### src/rtl/cpu_fetch_pkg.sv
// Shared fetch-stage definitions: EX-stage misprediction encodings, fetch FSM states,
// default reset PC and the redirect target helper.
package cpu_fetch_pkg;

  localparam logic [31:0] RESET_PC_DEFAULT = 32'h0000_0000;

  // EX-stage resolution encodings carried on wrong_predicted_i
  localparam logic [1:0] WP_NONE      = 2'b00;
  localparam logic [1:0] WP_NOT_TAKEN = 2'b01;
  localparam logic [1:0] WP_TAKEN     = 2'b10;

  typedef enum logic [1:0] {
    StIdle,
    StReq,
    StWait,
    StDrop
  } fetch_state_e;

  // Bit 1 alone selects the ALU target, so encoding 11 behaves as WP_TAKEN.
  function automatic logic [31:0] redirect_target(input logic [1:0]  wp,
                                                  input logic [31:0] alu_pc,
                                                  input logic [31:0] pc_ex);
    return wp[1] ? alu_pc : (pc_ex + 32'd4);
  endfunction

endpackage

### src/rtl/fetch_buf.sv
// One-entry valid/ready holding register between instruction memory and decode.
// A flush empties the entry and wins over a simultaneous load.
module fetch_buf (
  input  logic        clk_i,
  input  logic        rst_ni,
  input  logic        flush_i,
  input  logic        load_i,
  input  logic [31:0] inst_i,
  input  logic [31:0] pc_i,
  input  logic        hit_i,
  output logic        valid_o,
  input  logic        ready_i,
  output logic [31:0] inst_o,
  output logic [31:0] pc_o,
  output logic        hit_o
);

  logic        valid_d, valid_q;
  logic [31:0] inst_d, inst_q;
  logic [31:0] pc_d, pc_q;
  logic        hit_d, hit_q;

  // Next-state for the occupancy flag and payload
  always_comb begin
    valid_d = valid_q;
    inst_d  = inst_q;
    pc_d    = pc_q;
    hit_d   = hit_q;
    if (valid_q && ready_i) valid_d = 1'b0;
    if (load_i) begin
      valid_d = 1'b1;
      inst_d  = inst_i;
      pc_d    = pc_i;
      hit_d   = hit_i;
    end
    if (flush_i) valid_d = 1'b0;
  end

  // Entry registers
  always_ff @(posedge clk_i or negedge rst_ni) begin
    if (!rst_ni) begin
      valid_q <= 1'b0;
      inst_q  <= 32'h0;
      pc_q    <= 32'h0;
      hit_q   <= 1'b0;
    end else begin
      valid_q <= valid_d;
      inst_q  <= inst_d;
      pc_q    <= pc_d;
      hit_q   <= hit_d;
    end
  end

  assign valid_o = valid_q;
  assign inst_o  = inst_q;
  assign pc_o    = pc_q;
  assign hit_o   = hit_q;

endmodule

### src/rtl/fetch_pc_unit.sv
// Fetch PC generator with a single-outstanding instruction memory request and a
// one-entry decode buffer. Define FETCH_BP_EN to follow branch predictor hits;
// otherwise the PC advances sequentially and id_hit_o stays 0.
module fetch_pc_unit
  import cpu_fetch_pkg::*;
#(
  parameter logic [31:0] RESET_PC = RESET_PC_DEFAULT
) (
  input  logic        clk_i,
  input  logic        rst_ni,
  output logic [31:0] pc_o,
  input  logic        hit_i,
  input  logic [31:0] predicted_pc_i,
  input  logic [1:0]  wrong_predicted_i,
  input  logic [31:0] alu_pc_i,
  input  logic [31:0] pc_ex_i,
  output logic        imem_req_o,
  output logic [31:0] imem_addr_o,
  input  logic        imem_gnt_i,
  input  logic        imem_rvalid_i,
  input  logic [31:0] imem_rdata_i,
  output logic        id_valid_o,
  input  logic        id_ready_i,
  output logic [31:0] id_inst_o,
  output logic [31:0] id_pc_o,
  output logic        id_hit_o
);

`ifdef FETCH_BP_EN
  localparam bit BpEn = 1'b1;
`else
  localparam bit BpEn = 1'b0;
`endif

  fetch_state_e state_d, state_q;
  logic [31:0]  pc_d, pc_q;
  logic [31:0]  pc_cap_d, pc_cap_q;
  logic         hit_cap_d, hit_cap_q;

  logic         redirect;
  logic [31:0]  redir_pc;
  logic         grant_hit;
  logic [31:0]  next_pc;
  logic         can_issue;
  logic         buf_load;

  assign redirect  = (wrong_predicted_i != WP_NONE);
  assign redir_pc  = redirect_target(wrong_predicted_i, alu_pc_i, pc_ex_i);
  assign grant_hit = BpEn && hit_i;
  assign next_pc   = grant_hit ? predicted_pc_i : (pc_q + 32'd4);
  // Space for a new response exists once the buffer is empty or draining now
  assign can_issue = !id_valid_o || id_ready_i;

  // Fetch FSM next-state; a redirect overrides stall, issue and prediction
  always_comb begin
    state_d   = state_q;
    pc_d      = pc_q;
    pc_cap_d  = pc_cap_q;
    hit_cap_d = hit_cap_q;
    buf_load  = 1'b0;
    unique case (state_q)
      StIdle: begin
        if (redirect) begin
          pc_d    = redir_pc;
          state_d = StReq;
        end else if (can_issue) begin
          state_d = StReq;
        end
      end
      StReq: begin
        if (redirect) begin
          pc_d    = redir_pc;
          state_d = imem_gnt_i ? StDrop : StReq;
        end else if (imem_gnt_i) begin
          pc_cap_d  = pc_q;
          hit_cap_d = grant_hit;
          pc_d      = next_pc;
          state_d   = StWait;
        end
      end
      StWait: begin
        if (redirect) begin
          pc_d    = redir_pc;
          state_d = imem_rvalid_i ? StReq : StDrop;
        end else if (imem_rvalid_i) begin
          buf_load = 1'b1;
          state_d  = StIdle;
        end
      end
      StDrop: begin
        if (redirect) pc_d = redir_pc;
        if (imem_rvalid_i) state_d = StReq;
      end
      default: state_d = StIdle;
    endcase
    if (redirect) hit_cap_d = 1'b0;
  end

  // Fetch state and PC registers
  always_ff @(posedge clk_i or negedge rst_ni) begin
    if (!rst_ni) begin
      state_q   <= StIdle;
      pc_q      <= RESET_PC;
      pc_cap_q  <= 32'h0;
      hit_cap_q <= 1'b0;
    end else begin
      state_q   <= state_d;
      pc_q      <= pc_d;
      pc_cap_q  <= pc_cap_d;
      hit_cap_q <= hit_cap_d;
    end
  end

  assign pc_o        = pc_q;
  assign imem_req_o  = (state_q == StReq);
  assign imem_addr_o = pc_q;

  fetch_buf u_fetch_buf (
    .clk_i   (clk_i),
    .rst_ni  (rst_ni),
    .flush_i (redirect),
    .load_i  (buf_load),
    .inst_i  (imem_rdata_i),
    .pc_i    (pc_cap_q),
    .hit_i   (hit_cap_q),
    .valid_o (id_valid_o),
    .ready_i (id_ready_i),
    .inst_o  (id_inst_o),
    .pc_o    (id_pc_o),
    .hit_o   (id_hit_o)
  );

endmodule

### config.mk
export PLATFORM = sky130hd
export DESIGN_NAME = fetch_pc_unit
export DESIGN_NICKNAME = d
export VERILOG_FILES = /design/src/rtl/cpu_fetch_pkg.sv /design/src/rtl/fetch_buf.sv /design/src/rtl/fetch_pc_unit.sv
export SDC_FILE = /design/constraint.sdc
export NUM_CORES = 1
export LEC_CHECK = 0
export BUFFER_PORTS_ARGS = -buffer_cell sky130_fd_sc_hd__clkbuf_2
export CORE_MARGIN = 5
export CORE_UTILIZATION = 54
export CTS_CLUSTER_SIZE = 8
export DETAILED_ROUTE_END_ITERATION = 8
export HOLD_SLACK_MARGIN = 0.02
export PLACE_DENSITY_LB_ADDON = 0.25
export SLEW_MARGIN = 10
export SYNTH_ARGS = -nofsm -noshare
export SYNTH_HDL_FRONTEND = slang
export SYNTH_HIERARCHICAL = 1
export SYNTH_SLANG_ARGS = --single-unit
export TNS_END_PERCENT = 100
### constraint.sdc
create_clock -name clk_i -period 2.9 [get_ports clk_i]
set_input_delay 0.435 -clock clk_i [delete_from_list [all_inputs] [get_ports clk_i]]
set_output_delay 0.435 -clock clk_i [all_outputs]
set_load 0.02 [all_outputs]
# [Word-level counts from Yosys, hierarchy flattened]
# Cells that the tools add are included.
# W data, S select, Z words.
[op_classes] addsub=2 eq_ne=8 muxes=24 bitwise=1 n_reduce_logical=13
[ops] cell="$mux W32" n=4
[ops] cell="$add A32 B3 Y32 const B" n=2
[ops] cell="$pmux W32 S2" n=1
[ops] cell="$mux W2" n=9
[ops] cell="$mux W1" n=9
[ops] cell="$pmux W2 S4" n=1
[ops] cell="$ne A3 B3 Y1 const B" n=2
[ops] cell="$reduce_bool A2 Y1" n=3
[ops] cell="$eq A2 B2 Y1 const B" n=2
[ops] cell="$reduce_and A2 Y1" n=2
[ops] cell="$reduce_and A4 Y1" n=1
[ops] cell="$ne A3 B1 Y1 const B" n=1
[ops] cell="$reduce_and A3 Y1" n=1
[ops] cell="$reduce_bool A3 Y1" n=1
[ops] cell="$reduce_or A3 Y1" n=1
[ops] cell="$eq A2 B1 Y1 const B" n=1
[ops] cell="$logic_not A2 Y1" n=1
[ops] cell="$ne A2 B1 Y1 const B" n=1
[ops] cell="$ne A2 B2 Y1 const B" n=1
[ops] cell="$logic_and A1 B1 Y1" n=1
[ops] cell="$logic_not A1 Y1" n=1
[ops] cell="$logic_or A1 B1 Y1" n=1
[ops] cell="$not A1 Y1" n=1
[totals] ff_bits=133 in_bits=136 out_inout_bits=131 elab_cells=56

# [Depth between registers and ports, before layout]
# Gate-level depths: netlist of the first run.
[depth] depth_word=5 ltp_mapped=9 mapped_depth_nobuf=7

# [Cells and area by module]
# Netlist of the first run, hierarchy kept.
[modules_own_cells] mod="fetch_pc_unit" instances=1 cells_per_inst=478 area_per_inst_um2=4518.1 seq_area_each_um2=1651.6
[modules_own_cells] mod="fetch_buf" instances=1 cells_per_inst=141 area_per_inst_um2=2611.3 seq_area_each_um2=1651.6

# [Least setup slack after synthesis of the first run]
# Ideal clock, no wire load.
[synth_path] path_type="in2reg" start="input port wrong_predicted_i[1]" end="register u_fetch_buf.inst_q[0], in the netlist u_fetch_buf/inst_o[0]" setup_ps=125 arrival_time_ps=1999 t_required_ps=2775 slack_ps=776 path_stages=7 n_path_buf=4 path_cell_list="clkbuf_1 -> nor2_1 -> clkbuf_1 -> and3_1 -> buf_6 -> buf_6 -> mux2_4"
[synth_via] elab_chain_len=3
[synth_rtl] item="start, declared" line_no="fetch_pc_unit.sv:14" source="input logic [1:0] wrong_predicted_i,"
[synth_rtl] item="$reduce_bool A2 Y1" line_no="fetch_pc_unit.sv:47" source="assign redirect = (wrong_predicted_i != WP_NONE);"
[synth_rtl] item="$mux W1" line_no="fetch_pc_unit.sv:82" source="if (redirect) begin"
[synth_rtl] item="$mux W1" line_no="fetch_pc_unit.sv:61" source="unique case (state_q)"
[synth_rtl] item="via buf_load" line_no="fetch_pc_unit.sv:45" source="logic buf_load;"
[synth_rtl] item="end signal, assigned" line_no="fetch_buf.sv:48" source="inst_q <= inst_d;"
[synth_rtl] item="end, declared" line_no="fetch_buf.sv:19" source="logic [31:0] inst_d, inst_q;"
# The timed path passes the listed nets, and every way through them passes these cells.
# A chain may end at the register's enable or synchronous reset.

# [Worst setup path after layout of the first run]
[layout_path] start="register state_q[1]" end="register pc_q[17], in the netlist imem_addr_o[17]"
[layout_via] elab_chain_len=4 word_cells_on_any_way=9 cone_classes="eq/ne (5); mux (1); reduce/logical (3)"
[layout_rtl] item="start, declared" line_no="fetch_pc_unit.sv:35" source="fetch_state_e state_d, state_q;"
[layout_rtl] item="start signal, assigned" line_no="fetch_pc_unit.sv:102" source="state_q <= StIdle;"
[layout_rtl] item="start signal, assigned" line_no="fetch_pc_unit.sv:107" source="state_q <= state_d;"
[layout_rtl] item="$eq A2 B2 Y1 / $logic_not A2 Y1 (equally long branches)" line_no="fetch_pc_unit.sv:61"
[layout_rtl] item="$reduce_or A3 Y1 (no line)"
[layout_rtl] item="$ne A2 B1 Y1 (no line)"
[layout_rtl] item="$reduce_and A2 Y1 (no line)"
[layout_rtl] item="end signal, assigned" line_no="fetch_pc_unit.sv:108" source="pc_q <= pc_d;"
[layout_rtl] item="end, declared" line_no="fetch_pc_unit.sv:36" source="logic [31:0] pc_d, pc_q;"
# Parallel ways exist; a longest one is shown, timed or not.

==> run_results.csv, run 1 <==
group,metric,value,unit
run_status,status,"finished clean",
critical_path,cp_max_fo,12,
die,design.core.area,13090,µm²
drt,wl,19.40,mm
synth,synth-simple-area-share,14.04,%
synth,synth_area,7129,µm²
drt,num_vias,5697,
global_route,grt_max_degree,55,
sta,skew,12.33,ps
synth,synth_cell_types,59,
global_route,grt_pass1_vias,5884,
final_layout,n_antenna_cell,0,
critical_path,rrSetupSlack,430,ps
global_route,gr-total-overflow,0,
cts,hold_buffers,0,
sta,max-slew-margin-rel,53.43,%
sta,period_share,85.25,%
drt,first_pass_iters,5,
cts,cts_inserted_buffers,17,
power,peakVddDrop,0.4318,mV
cts,cts.sinks,132,
drt,drc,0,
cts,clock_latency,410,ps
synth,async_flop_share,100.0,%
critical_path,r2r_cells,9,
global_route,antenna_found_initial,0,
drt,postRouteAntennaNets,0,
cts,clockRootBuffer,"clkbuf_16",
die,dieArea,15600,µm²
die,die_height,124.9,µm
cts,cts_setup_buffers,0,
drt,avgRoutedWirePerCell,19.10,µm
cts,cts_resized,0,
synth,ys_ff_latch,132,
cts,h-tree-depth,4,
global_route,grt_use_total,25.10,%
synth,synth_top_family_by_area,"multiplexers",
die,rows,42,
synth,yosys_warnings,6,
die,num_io_pins,267,
placement,gp_congestion,0.9184,
synth,synthCells,619,
synth,synthesis.nets,762,
final_layout,fin_util,67.83,%
critical_path,endpoint_kind,"register",
worst_hold_path,min_path_type,"in2async",
placement,dp.final_hpwl,14.64,mm
sta,worst_slew_pin_slew,698.6,ps
synth,synthMuxAreaShare,19.73,%
final_layout,fin_nets,970,
synth,synth-edff-count,0,
critical_path,worstReg2RegEnd,"imem_addr_o[17]",
die,start_util,54.48,%
cts,cts_tree,"done",
sta,fmax,404.5,MHz
final_layout,final_common_cell,"clkbuf_2",
critical_path,start_kind,"register",
synth,synth_fa_ha_area_share,1.229,%
job,max_cap_violations,0,
power,p_per_area,864.9,nW/µm²
cts,cts_max_path_buffers,2,
critical_path,required,3200,ps
critical_path,arrival,2770,ps
sta,final-setup-viol-count,0,
synth,ys_seq_area_share,46.33,%
drt,avgViaCountPerCell,5.607,
synth,yosys_most_used_dff,"dfrtp_1",
critical_path,reg2reg_from,"state_q[1]",
drt,drtIter0Drc,372,
global_route,grt_pass1_wl,31.57,mm
final_layout,final_cell_mix,"clkbuf_2 (232), dfrtp_1 (132), mux2_2 (60), nand2_1 (41), mux2_4 (40)",
final_layout,drive_above_1_share,47.74,%
die,die_w,124.9,µm
synth,synth_xor_area_share,3.071,%
sta,rsz0062_at_grt,"false",
sta,hold_viol,0,
synth,synth_compound_area_share,8.880,%
critical_path,critical_path_class,"reg2reg",
sta,drv_slew,0,
power,leakage,4.347,nW
synth,syn_avg_cell_area,11.52,µm²
cts,clkTransAtPathRegs,60,ps
placement,port_buffers,233,
final_layout,area_delta_synth_final,24.50,%
sta,tns,0,ps
sta,final_period_minus_worst_setup_slack,2472,ps
-- how the worst max path moves through the flow --
stage / cells past startpoint / slack (ps) / start / end
global route: 9 / 170 / state_q[1] / imem_addr_o[17]
global placement: 9 / 610 / state_q[1] / imem_addr_o[17]
floorplan: 7 / 780 / wrong_predicted_i[1] / u_fetch_buf/inst_o[0]
CTS: 9 / 470 / state_q[1] / imem_addr_o[17]
finish: 9 / 430 / state_q[1] / imem_addr_o[17]
detailed placement: 9 / 480 / state_q[1] / imem_addr_o[17]
-- stage by stage --
step           instance area, µm²  hold WS (ps)  total power [mW]  instances  worst slack, ps
3_3_place_gp                 8272         482.9             5.435        984            608.0
2_1_floorplan                7129         139.4             4.665        619            775.6
4_1_cts                      8876         74.33             7.750       1016            474.4
6_report                     8876         72.94             7.677       1016            427.7
5_1_grt                      8876         114.9             8.088       1016            167.2
3_5_place_dp                 8272         491.1             5.544        984            484.2
-- synthesized netlist by cell type (6+ instances only) --
master / number / share of area, %
dfrtp_1: 132 / 46
mux2_2: 60 / 9.5
nand2_1: 41 / 2.2
mux2_4: 40 / 8.4
buf_4: 37 / 3.9
a21oi_1: 23 / 1.6
nand3_1: 23 / 1.6
nor2_1: 22 / 1.2
o21ai_0: 21 / 1.5
nand4_1: 19 / 1.7
xor2_1: 18 / 2.2
and3_1: 15 / 1.3
clkbuf_1: 15 / 0.79
inv_1: 14 / 0.74
mux2i_1: 13 / 1.8
a211oi_1: 10 / 1.1
o22ai_1: 8 / 0.70
ha_1: 7 / 1.2
nor3_1: 7 / 0.49
or3_1: 7 / 0.61
xnor2_1: 7 / 0.86
a31oi_1: 6 / 0.53
nand2b_1: 6 / 0.53
-- area by class of cell --
| type | count | area (µm²) |
|---|---|---|
| Tap cell | 176 | 220.2 |
| Multi-Input combinational cell | 409 | 3356 |
| Fill cell | 1022 | 4209 |
| Inverter | 15 | 56.30 |
| Clock buffer | 23 | 478.0 |
| Timing Repair Buffer | 252 | 1336 |
| Clock inverter | 9 | 126.4 |
| Sequential cell | 132 | 3303 |
-- worst max-delay path, stage by stage, from the launching register on --
cell and delay [ps]:
dfrtp_1 400, inv_1 130, ha_1 270, nor2b_1 360, nor2_1 70, buf_4 190, nor2_1 490, buf_4 250
a21oi_1 40, o22a_1 170
-- kinds of logic (layout without fill, tap and decap cells) --
| kind of cell | after synthesis | after routing |
|---|---|---|
| AOI/OAI and AO/OA | 95 | 95 |
| muxes | 113 | 113 |
| DFF | 132 | 132 |
| buffers and inverters | 78 | 299 |
| and+or+nand+nor | 168 | 168 |
| xor gates and xnor gates | 25 | 25 |
| other | 1 | 1 |
| adders and majority gates | 7 | 7 |
-- registers in the layout, summed over array words and instances (netlist names) --
name                 count
imem_addr_o             32
pc_cap_q                32
u_fetch_buf/inst_o      32
u_fetch_buf/pc_o        32
state_q                  2
u_fetch_buf/hit_o        1
u_fetch_buf/valid_o      1
-- where the power goes --
| part | leakage [nW] | internal, mW | switching (mW) |
|---|---|---|---|
| Combinational | 2.40 | 1.12 | 1.44 |
| Sequential | 1.65 | 2.47 | 0.481 |
| Clock | 0.297 | 1.42 | 0.751 |
-- per-layer routing --
layer | wire length (µm) | vias to the layer above | share of wire [%] | track usage (%)
met2 | 9546 | 258 | 49 | 42.05
met5 | 0 | - | 0 | 0
li1 | - | 2649 | - | -
met1 | 8186 | 2760 | 42 | 32.39
met4 | 375 | 0 | 1.9 | 7.717
met3 | 1293 | 30 | 6.7 | 6.218
Power figures use the tool's default switching activity.
==> inputs of run 2 (changes only) <==
--- a/config.mk
+++ b/config.mk
@@ -5,9 +5,10 @@
 export SDC_FILE = /design/constraint.sdc
 export NUM_CORES = 1
 export LEC_CHECK = 0
+export ABC_AREA = 1
 export BUFFER_PORTS_ARGS = -buffer_cell sky130_fd_sc_hd__clkbuf_2
 export CORE_MARGIN = 5
-export CORE_UTILIZATION = 54
+export CORE_UTILIZATION = 55
 export CTS_CLUSTER_SIZE = 8
 export DETAILED_ROUTE_END_ITERATION = 8
 export HOLD_SLACK_MARGIN = 0.02
==> run_results.csv, run 2 <==
group,metric,value,unit
synth,ys_seq_area_share,42.86,%
cts,clkTransAtPathRegs,60,ps
critical_path,start_kind,"register",
cts,clock_latency,420,ps
global_route,grt_max_degree,67,
cts,cts_max_path_buffers,2,
final_layout,drive_above_1_share,23.54,%
critical_path,reg2reg_from,"state_q[1]",
global_route,grt_pass1_vias,7241,
cts,cts_setup_buffers,0,
sta,rsz0062_at_grt,"false",
critical_path,rrSetupSlack,830,ps
global_route,gr-total-overflow,0,
synth,synth_area,7706,µm²
global_route,antenna_found_initial,0,
synth,synthesis.nets,1239,
drt,drc,0,
job,max_cap_violations,0,
cts,cts_tree,"done",
drt,avgViaCountPerCell,5.091,
cts,cts_inserted_buffers,17,
sta,max-slew-margin-rel,27.29,%
cts,cts.sinks,132,
synth,synth_cell_types,39,
power,total_power,8.709,mW
final_layout,final_cell_mix,"nand2_1 (482), clkbuf_2 (232), dfrtp_1 (132), nor2_1 (87), inv_1 (76)",
placement,dp.final_hpwl,16.73,mm
synth,synth_common_cells,"nand2_1 (482), dfrtp_1 (132), nor2_1 (87), inv_1 (76), nand3_1 (66)",
power,p_per_area,936.9,nW/µm²
critical_path,arrival,2410,ps
sta,holdWs,226.8,ps
final_layout,area_delta_synth_final,20.62,%
die,die_height,128.4,µm
sta,worst_slew_pin_slew,1091,ps
drt,drtIter0Drc,467,
synth,async_flop_share,100.0,%
placement,gp_congestion,1.006,
critical_path,cp_max_fo,19,
global_route,grt_pass1_wl,35.29,mm
sta,fmax,482.6,MHz
final_layout,n_antenna_cell,0,
placement,port_buffers,233,
die,rows,43,
sta,final-setup-viol-count,0,
worst_hold_path,timing.hold.worst.start,"imem_rdata_i[29]",
power,peakVddDrop,0.4209,mV
critical_path,critical_path_class,"reg2reg",
sta,skew,6.837,ps
die,start_util,55.73,%
final_layout,final_common_cell,"nand2_1",
sta,period_share,71.46,%
power,leakage,5.084,nW
cts,clockRootBuffer,"clkbuf_16",
synth,yosys_most_used_dff,"dfrtp_1",
cts,cts_resized,0,
die,design.core.area,13830,µm²
drt,num_vias,7555,
sta,tns,0,ps
sta,final_period_minus_worst_setup_slack,2072,ps
synth,yosysTopAreaCell,"dfrtp_1",
sta,drv_slew,0,
die,num_io_pins,267,
synth,yosys-top-cells-area,"dfrtp_1 (43%), nand2_1 (23%), buf_4 (4.4%)",
synth,yosys_warnings,6,
run_status,status,"finished clean",
global_route,grt_use_total,26.79,%
synth,syn_avg_cell_area,7.031,µm²
drt,first_pass_iters,5,
synth,synth-edff-count,0,
sta,hold_viol,0,
critical_path,required,3240,ps
worst_hold_path,min_path_type,"in2reg",
drt,postRouteAntennaNets,0,
drt,avgRoutedWirePerCell,14.75,µm
synth,ys_ff_latch,132,
critical_path,startpoint,"state_q[1]",
die,dieArea,16480,µm²
final_layout,fin_nets,1434,
cts,h-tree-depth,4,
synth,synthCells,1096,
die,die_w,128.4,µm
critical_path,endpoint_kind,"register",
cts,hold_buffers,1,
final_layout,fill_cells,1251,
drt,wl,21.89,mm
synth,synth.most_common_cell,"nand2_1",
synth,synth_top_cell_area_share,42.86,%
==> run 2: cell count changes after synthesis, moves of 20 or more <==
| cell | delta |
|---|---|
| nor2_1 | +65 |
| nand2_1 | +441 |
| inv_1 | +62 |
| a21oi_1 | +20 |
| o21ai_0 | +40 |
| mux2_4 | -40 |
| mux2_2 | -59 |
| nand3_1 | +43 |
==> run 2: power by group <==
group	total (mW)	internal, mW	leakage, nW	switching, mW
registers	3.28	2.60	1.69	0.675
clock network	2.07	1.30	0.277	0.763
logic	3.36	1.06	3.11	2.31
total	8.71	4.97	5.08	3.74
==> run 2: kinds of logic (layout without fill, tap and decap cells) <==
group | after synthesis | in the layout | share of synthesized area (%)
simple gates | 674 | 674 | 36.06
buf+inv | 150 | 358 | 10.36
flops | 132 | 132 | 42.86
compound gates | 124 | 124 | 8.589
fa+ha+maj | 7 | 7 | 1.136
xor+xnor | 7 | 7 | 0.7956
other cells | 1 | 1 | 0.04866
mux | 1 | 1 | 0.1461
==> run 2: through the flow <==
step,instances,utilization (%),area [µm²],worst slack [ps]
2_1_floorplan,1096,-,7706,1211
3_3_place_gp,1451,63.02,8713,797.5
3_5_place_dp,1451,63.02,8713,798.9
4_1_cts,1484,67.22,9295,853.3
5_1_grt,1484,67.22,9295,722.9
6_report,1484,67.22,9295,827.7
==> run 2: final timing paths <==
kind / end / cells past startpoint
worst max-delay path: imem_addr_o[10] / 9
worst min-delay path: u_fetch_buf/inst_o[29] / 3
worst max register to register: imem_addr_o[10] / 9
worst min register to register: u_fetch_buf/inst_o[31] / 2
max in group asynchronous: imem_addr_o[13] / 3
min in group asynchronous: u_fetch_buf/inst_o[1] / 2
==> run 2: area by class of cell <==
cell class	count	area (µm²)	share of cell area (%)
Multi-Input combinational cell	814	3615	38.89
Sequential cell	132	3303	35.54
Timing Repair Buffer	245	1274	13.70
Clock buffer	23	467.9	5.034
Inverter	81	306.5	3.298
Tap cell	180	225.2	2.423
Clock inverter	9	103.9	1.117
==> run 2: worst max-delay path, stage by stage, from the launching register on <==
cell	delay (ps)
dfrtp_1	400
inv_1	130
ha_1	230
nand2_4	160
inv_2	320
buf_4	270
a21oi_1	60
o21ai_0	180
o211ai_1	170
o21ai_2	80
==> run 2: per-layer routing <==
metal / GRT usage (%) / wire, µm / vias up
li1: - / - / 3814
met1: 36.52 / 9664 / 3352
met2: 42.63 / 9929 / 343
met3: 5.355 / 1677 / 46
met4: 9.988 / 614 / 0
met5: 0 / 0 / -
==> inputs of run 3 (changes only) <==
--- a/config.mk
+++ b/config.mk
@@ -5,10 +5,10 @@
 export SDC_FILE = /design/constraint.sdc
 export NUM_CORES = 1
 export LEC_CHECK = 0
-export ABC_AREA = 1
+export ABC_AREA = 0
 export BUFFER_PORTS_ARGS = -buffer_cell sky130_fd_sc_hd__clkbuf_2
 export CORE_MARGIN = 5
-export CORE_UTILIZATION = 55
+export CORE_UTILIZATION = 45
 export CTS_CLUSTER_SIZE = 8
 export DETAILED_ROUTE_END_ITERATION = 8
 export HOLD_SLACK_MARGIN = 0.02
==> constraint.sdc (replaced) <==
create_clock -name clk_i -period 1.8 [get_ports clk_i]
set_input_delay 0.27 -clock clk_i [delete_from_list [all_inputs] [get_ports clk_i]]
set_output_delay 0.27 -clock clk_i [all_outputs]
set_load 0.02 [all_outputs]
==> run_results.csv, run 3 (synthesis gave the netlist of run 1 again) <==
group,metric,value,unit
final_layout,area_delta_synth_final,39.49,%
critical_path,critical_path_class,"reg2reg",
sta,worst_slack,-23.57,ps
global_route,grt_max_degree,52,
global_route,grt_pass1_wl,33.20,mm
sta,hold_viol,0,
drt,drc,0,
sta,period_share,101.3,%
placement,placed_area,8961,µm²
job,max_cap_violations,0,
final_layout,drive_above_1_share,56.48,%
die,die_w,135.9,µm
worst_hold_path,min_path_type,"in2reg",
cts,cts.sinks,132,
placement,gp_congestion,0.9176,
cts,clock_latency,420,ps
power,peakVddDrop,0.7440,mV
die,num_io_pins,267,
drt,drtIter0Drc,460,
worst_hold_path,timing.hold.worst.start,"imem_rdata_i[5]",
cts,cts_tree,"done",
global_route,gr-total-overflow,0,
sta,fmax,548.4,MHz
power,p_per_area,1315,nW/µm²
critical_path,arrival,2110,ps
cts,clkTransAtPathRegs,50,ps
sta,tns,-60.94,ps
critical_path,required,2080,ps
critical_path,start_kind,"register",
sta,final_period_minus_worst_setup_slack,1824,ps
power,p_seq_share,35.3,%
final_layout,n_antenna_cell,0,
placement,port_buffers,233,
drt,avgRoutedWirePerCell,18.85,µm
run_status,violations,"negative setup slack",
power,swShare,35.56,%
sta,skew,8.068,ps
cts,cts_inserted_buffers,17,
critical_path,cp_max_fo,5,
die,dieArea,18460,µm²
power,pwr-share-clk,25.9,%
final_layout,fill_cells,1276,
die,design.core.area,15710,µm²
power,intPower,8.428,mW
final_layout,final_cell_area,9945,µm²
die,rows,46,
global_route,antenna_found_initial,0,
run_status,status,"finished with violations",
power,switching_power,4.651,mW
power,p_comb_share,38.8,%
final_layout,fin_util,63.29,%
global_route,grt_use_total,22.92,%
sta,worst_slew_pin_slew,527.8,ps
final_layout,final_common_cell,"clkbuf_2",
drt,avgViaCountPerCell,5.403,
sta,rsz0062_at_grt,"true",
power,leakage,4.825,nW
global_route,grt_pass1_vias,6299,
placement,dp.final_hpwl,16.20,mm
cts,cts_max_path_buffers,2,
critical_path,endpoint_kind,"register",
final_layout,fin_nets,1056,
cts,h-tree-depth,4,
die,die_height,135.9,µm
drt,wl,21.53,mm
final_layout,final_cell_mix,"clkbuf_2 (232), dfrtp_1 (126), buf_4 (84), mux2_2 (59)",
sta,drv_slew,0,
drt,postRouteAntennaNets,0,
drt,first_pass_iters,7,
critical_path,startpoint,"state_q[1]",
placement,dp_cells,1095,
critical_path,reg2reg_from,"state_q[1]",
final_layout,instances_no_fill,1142,
cts,clockRootBuffer,"clkbuf_16",
sta,final-setup-viol-count,4,
sta,max-slew-margin-rel,64.81,%
placement,post-place-ws,-93.64,ps
drt,num_vias,6170,
die,start_util,45.37,%
[run 3: path summary, 6_finish.rpt]
check                                        end  slack [ps]  cells after the start
setup / recovery                 imem_addr_o[22]         -20                      8
hold / removal             u_fetch_buf/inst_o[5]          90                      2
setup reg to reg                 imem_addr_o[22]         -20                      8
hold reg to reg             u_fetch_buf/pc_o[20]         500                      1
max in group asynchronous           pc_cap_q[21]         850                      3
min in group asynchronous        imem_addr_o[31]         400                      2
[run 3: timing repair]
action | CTS | global route
gates resized for setup | 14 | 36
pin swaps | 5 | 18
setup endpoints to repair | 82 | 93
hold buffers | 1 | 0
hold endpoints to repair | 46 | 0
gates cloned | 2 | 3
setup buffers | 6 | 4
[run 3: layout make-up]
type / count / area, µm² / share of cell area (%)
clock buffers: 20 / 456.7 / 4.592
clock inverters: 12 / 130.1 / 1.309
inverters: 15 / 58.81 / 0.5913
multi-input cells: 409 / 3540 / 35.59
flip-flops and latches: 132 / 3311 / 33.29
well taps: 216 / 270.3 / 2.718
repair buffers: 338 / 2178 / 21.90
[run 3: power groups by stage]
stage	registers [mW]	clock network, mW	logic (mW)
6_report	4.61	3.39	5.07
2_1_floorplan	5.36	0	2.21
5_1_grt	4.74	3.60	5.42
4_1_cts	4.59	3.47	4.94
3_3_place_gp	4.56	0	4.71
3_5_place_dp	4.64	0	4.81
[run 3: metal layers]
metal  vias to the layer above  part of all wire [%]  track usage, %
met2                       266                    49           37.56
met5                         -                     0               0
met1                      3031                    42           31.11
met4                         0                   1.7           6.719
met3                        40                   6.9           4.441
li1                       2833                     -               -
[run 3: critical path, stage by stage, from the launching register on]
cell	delay, ps
dfrtp_1	380
inv_2	110
ha_4	170
or3b_4	420
nor3_2	160
buf_4	170
nand4_1	120
o21ai_1	90
a211oi_1	70
[run 3: per-stage QoR]
| stage | total power, mW | hold slack, ps |
|---|---|---|
| floorplan | 7.576 | -25.59 |
| global placement | 9.270 | 268.5 |
| detailed placement | 9.443 | 273.0 |
| CTS | 13.00 | 65.19 |
| global route | 13.76 | 77.17 |
| finish | 13.08 | 85.02 |
